--- config.mk ---
export PLATFORM = sky130hd
export DESIGN_NAME = rom_bit_sequencer
export DESIGN_NICKNAME = d
export VERILOG_FILES = /design/src/rtl/rom_bit_sequencer.sv
export SDC_FILE = /design/constraint.sdc
export NUM_CORES = 1
export LEC_CHECK = 0
export ABC_AREA = 1
export CAP_MARGIN = 15
export CORE_ASPECT_RATIO = 0.7
export CORE_MARGIN = 2
export CORE_UTILIZATION = 35
export DETAILED_ROUTE_END_ITERATION = 10
export PLACE_DENSITY = 0.65
export SLEW_MARGIN = 10
export SYNTH_ARGS = -nofsm -noshare
export SYNTH_HDL_FRONTEND = slang
export SYNTH_SLANG_ARGS = --single-unit
--- constraint.sdc ---
create_clock -name clock_100Mhz -period 1.7 [get_ports clock_100Mhz]
set_input_delay 0.17 -clock clock_100Mhz [delete_from_list [all_inputs] [get_ports clock_100Mhz]]
set_output_delay 0.17 -clock clock_100Mhz [all_outputs]
set_load 0.05 [all_outputs]
--- src/rtl/rom_bit_sequencer.sv ---
// Steps through a 1-bit block ROM one address per pacing tick,
// absorbing ROM read latency and strobing each bit to the detector.
//
// Ports:
//   clock_100Mhz, reset  clock, async active-high reset
//   start, halt          begin run at addr 0 / abort (halt wins)
//   step_tick            one-cycle pacing enable
//   loop_mode            1: wrap and keep going, 0: single pass
//   rom_en, rom_addr     ROM request, rom_dout is its read data
//   bit_out, bit_valid   fetched bit and its one-cycle strobe
//   busy, done           run active / end-of-single-pass pulse
//   pass_count           completed passes, saturating at 255
module rom_bit_sequencer #(
  parameter int ADDR_W = 4,
  parameter int DEPTH  = 16,
  parameter int RD_LAT = 1
) (
  input  logic              clock_100Mhz,
  input  logic              reset,
  input  logic              start,
  input  logic              halt,
  input  logic              step_tick,
  input  logic              loop_mode,
  output logic              rom_en,
  output logic [ADDR_W-1:0] rom_addr,
  input  logic              rom_dout,
  output logic              bit_out,
  output logic              bit_valid,
  output logic              busy,
  output logic              done,
  output logic [7:0]        pass_count
);

  typedef enum logic [1:0] {
    IDLE,
    WAIT_TICK,
    FETCH,
    EMIT
  } state_t;

  localparam logic [1:0] LAT_INIT = 2'(RD_LAT);
  localparam logic [ADDR_W-1:0] LAST = ADDR_W'(DEPTH - 1);

  state_t     state;
  logic [1:0] lat_cnt;

  always_ff @(posedge clock_100Mhz or posedge reset) begin
    if (reset) begin
      state      <= IDLE;
      lat_cnt    <= '0;
      rom_en     <= 1'b0;
      rom_addr   <= '0;
      bit_out    <= 1'b0;
      bit_valid  <= 1'b0;
      busy       <= 1'b0;
      done       <= 1'b0;
      pass_count <= '0;
    end else begin
      bit_valid <= 1'b0;
      done      <= 1'b0;
      if (halt && state != IDLE) begin
        // Abort: bit_out and pass_count keep their values.
        state    <= IDLE;
        rom_addr <= '0;
        rom_en   <= 1'b0;
        busy     <= 1'b0;
      end else begin
        unique case (state)
          IDLE: begin
            if (start && !halt) begin
              state      <= WAIT_TICK;
              rom_addr   <= '0;
              pass_count <= '0;
              busy       <= 1'b1;
            end
          end
          WAIT_TICK: begin
            if (step_tick) begin
              state   <= FETCH;
              lat_cnt <= LAT_INIT;
              rom_en  <= 1'b1;
            end
          end
          FETCH: begin
            // One extra edge beyond RD_LAT so the ROM
            // output is sampled after it has settled.
            if (lat_cnt != 2'd0) begin
              lat_cnt <= lat_cnt - 2'd1;
            end else begin
              state     <= EMIT;
              bit_out   <= rom_dout;
              bit_valid <= 1'b1;
              rom_en    <= 1'b0;
            end
          end
          EMIT: begin
            if (rom_addr != LAST) begin
              rom_addr <= rom_addr + 1'b1;
              state    <= WAIT_TICK;
            end else begin
              if (pass_count != 8'hFF)
                pass_count <= pass_count + 8'd1;
              rom_addr <= '0;
              if (loop_mode) begin
                state <= WAIT_TICK;
              end else begin
                state <= IDLE;
                done  <= 1'b1;
                busy  <= 1'b0;
              end
            end
          end
          default: state <= IDLE;
        endcase
      end
    end
  end

endmodule
==> metrics.txt <==
post-synthesis cell type count=17; largest net degree at the start of global routing=22; clk_skew=about 0.012 ns; crit-path max FO=3; post-route ant nets=0; Post-DP HPWL=~2000 um; Slew headroom=0.670; Max IR drop VDD=0.000666 V; Mapped Area=~0.0013 mm^2; met2 Use GR=0.228; Seq cells post-synth=21; Crit-path slowest cell=clkdlybuf4s50_1; Vias=approximately 1200; CTS tree=yes; r2r startpoint=state[0]$_DFFE_PP0P_; Post-Syn Instances=approximately 190; delay of the slowest cell on the worst path=0.81 ns; routed vias/inst=4.41; critical path, cell by cell=clkdlybuf4s50_1; post-route cell area=0.00164 mm^2; WL/cell=about 9.7 um; Yosys top cell by area=dfrtp_1; initial DRC count=32; async set or reset register ratio after synthesis=1.00; Die Y-Extent=between 50 and 60 um; Pwr Density=~1300 mW/mm^2; min cycle time layout=around 1.6 ns; Worst Max-Slew Pin Slew=about 0.5 ns; Initial Util=0.368; Syn-to-layout area delta=25.4%; total CTS buffers=3; Fin Setup TNS=0 ns; Primary FF master, synth=dfrtp_1; Clock Path Buffers=2; Clk Latency, worst-skew pair=approximately 0.27 ns; critical path capture point type=primary output; Fill cells=around 370; global-route wire length before repair=4800 um; met3 Use GR=0.0406; leakage=0.817 nW; DRT Pass-1 Iters=4; Largest delay share family, worst path=buffers and inverters; floorplan die width=a little under 80 um; grt met1 use=0.201; status=finished, final reports clean; Post-synth EDFFs=0; post-synthesis sequential area ratio=0.401; number of nets in the layout=about 230; gr usage total=0.145; Antenna Cells=0; CTS Sinks=21; row cnt=18; Mapped Avg Cell Area=between 6 and 7 um^2; top cells by area, synth=dfrtp_1 40%, nand2_1 19%, inv_1 8.6%; GR Overflow Total=0; core region area=0.00356 mm^2; critical path class=reg2out; Levels on crit path=1; Req. time, crit path=1.53 ns; H-Tree Depth=1; DRT Wirelength=between 2000 and 3000 um; Final Max Tran Viols=0; Clk pin slew, worst setup/hold paths=approximately 0.080 ns; r2r setup slk=0.18 ns; die area=roughly 0.0043 mm^2; reg2reg end=lat_cnt[1]$_DFFE_PP0P_; Root Buffer=clkbuf_8; hold crit path type=in2async; Post-synth top cells=67 x nand2_1, 30 x inv_1, 21 x dfrtp_1; Peak Freq=roughly 620 MHz; DRC Markers=0; Hold Vio Cnt, Final=0; hold slack=0.226 ns; top cell type's share of synthesized area=0.401; Ys Warns=0; initial antenna violation count=0; busiest grt layer=met2; period utilization=0.953; nature of the critical path startpoint=flip-flop; RSZ-0062 raised after global routing=false; Post-Syn Nets=between 200 and 250; Register-to-Register Path Depth=8; I/O Pins=24; placed cell areas=between 0.0015 and 0.002 mm^2; I/O Buffers=23; worst path buffer plus inverter count=1; final setup violation count=0; vias in the first global route=roughly 1100; GPL Wtd Cong=about 0.9; share of cells above drive strength 1=0.151; most frequent cell after synthesis=nand2_1; Critical Path AT=1.45 ns; max-cap violations=0
[sequential cells by signal, indices dropped and copies added, names as in the netlist]
register    flops
state           2
rom_en          1
lat_cnt         2
bit_valid       1
busy            1
done            1
bit_out         1
pass_count      8
rom_addr        4
[routing by layer]
| layer | wire (um) | vias up |
|---|---|---|
| li1 | - | 646 |
| met1 | 1450 | 515 |
| met2 | 1020 | 16 |
| met3 | 112 | 4 |
| met4 | 20 | 0 |
| met5 | 0 | - |
[logic make-up after synthesis]
family	count (synthesis)	synth area share
AND/OR/NAND/NOR	109	0.343
adder cells (fa/ha/maj)	8	0.0764
flip-flops	21	0.401
buffers and inverters	31	0.0946
AO/OA/AOI/OAI	20	0.0850
[final cells by class]
type                    instances  area [um^2]  area share
clock buffers                   3         41.3      0.0251
clock inverters                 1         5.00     0.00305
inverters                      30          113      0.0685
multi-input cells             137          668       0.407
flip-flops and latches         21          528       0.321
well taps                      50         62.6      0.0381
repair buffers                 26          225       0.137
[worst max path at each step]
stage	slack, ns	end	start
after floorplan	0.02	pass_count[0]$_DFFE_PP0P_	pass_count[0]$_DFFE_PP0P_
after global placement	0.10	state[0]$_DFFE_PP0P_	state[0]$_DFFE_PP0P_
after detailed placement	0.07	lat_cnt[0]$_DFFE_PP0P_	state[1]$_DFFE_PP0P_
after CTS	0.05	lat_cnt[1]$_DFFE_PP0P_	state[0]$_DFFE_PP0P_
after global routing	0.02	pass_count[0]$_DFFE_PP0P_	state[0]$_DFFE_PP0P_
final	0.08	rom_addr[1]	rom_addr[1]$_DFFE_PP0P_
[stage by stage]
step | std cells | total power [mW] | worst slack (ns) | util
4_1_cts | 268 | 2.12 | 0.0460 | 0.459
3_3_place_gp | 264 | 1.77 | 0.100 | 0.446
2_1_floorplan | 189 | 1.50 | 0.0239 | -
5_1_grt | 268 | 2.32 | 0.0208 | 0.462
3_5_place_dp | 264 | 1.78 | 0.0734 | 0.446
6_report | 268 | 2.11 | 0.0807 | 0.462
[cell usage in the layout (no fill, tap or decap)]
master           count
nor2_2               4
nand2_2              1
or2_2                2
a21oi_1              4
o2111ai_1            1
dfrtp_1             19
nor3_1               2
dfrtp_2              2
nand2_1             66
buf_4               14
inv_2                2
o21ai_1              1
clkdlybuf4s50_1     12
ha_1                 6
nand3_1             13
clkbuf_8             3
inv_1               28
o21ai_2              2
o21ai_0             12
nand4_1              1
nand3b_1             1
ha_2                 2
nor2_1              19
clkinv_2             1
[power breakdown]
group,switching [mW],internal [mW]
registers,0.0787,0.604
logic,0.728,0.371
clock network,0.167,0.163
[timing repair]
item                       CTS  global route
resized for setup            0             7
setup buffers                0             0
hold buffers                 0             0
setup endpoints to repair    0            17
No activity file was read; power rests on OpenSTA's default activity.
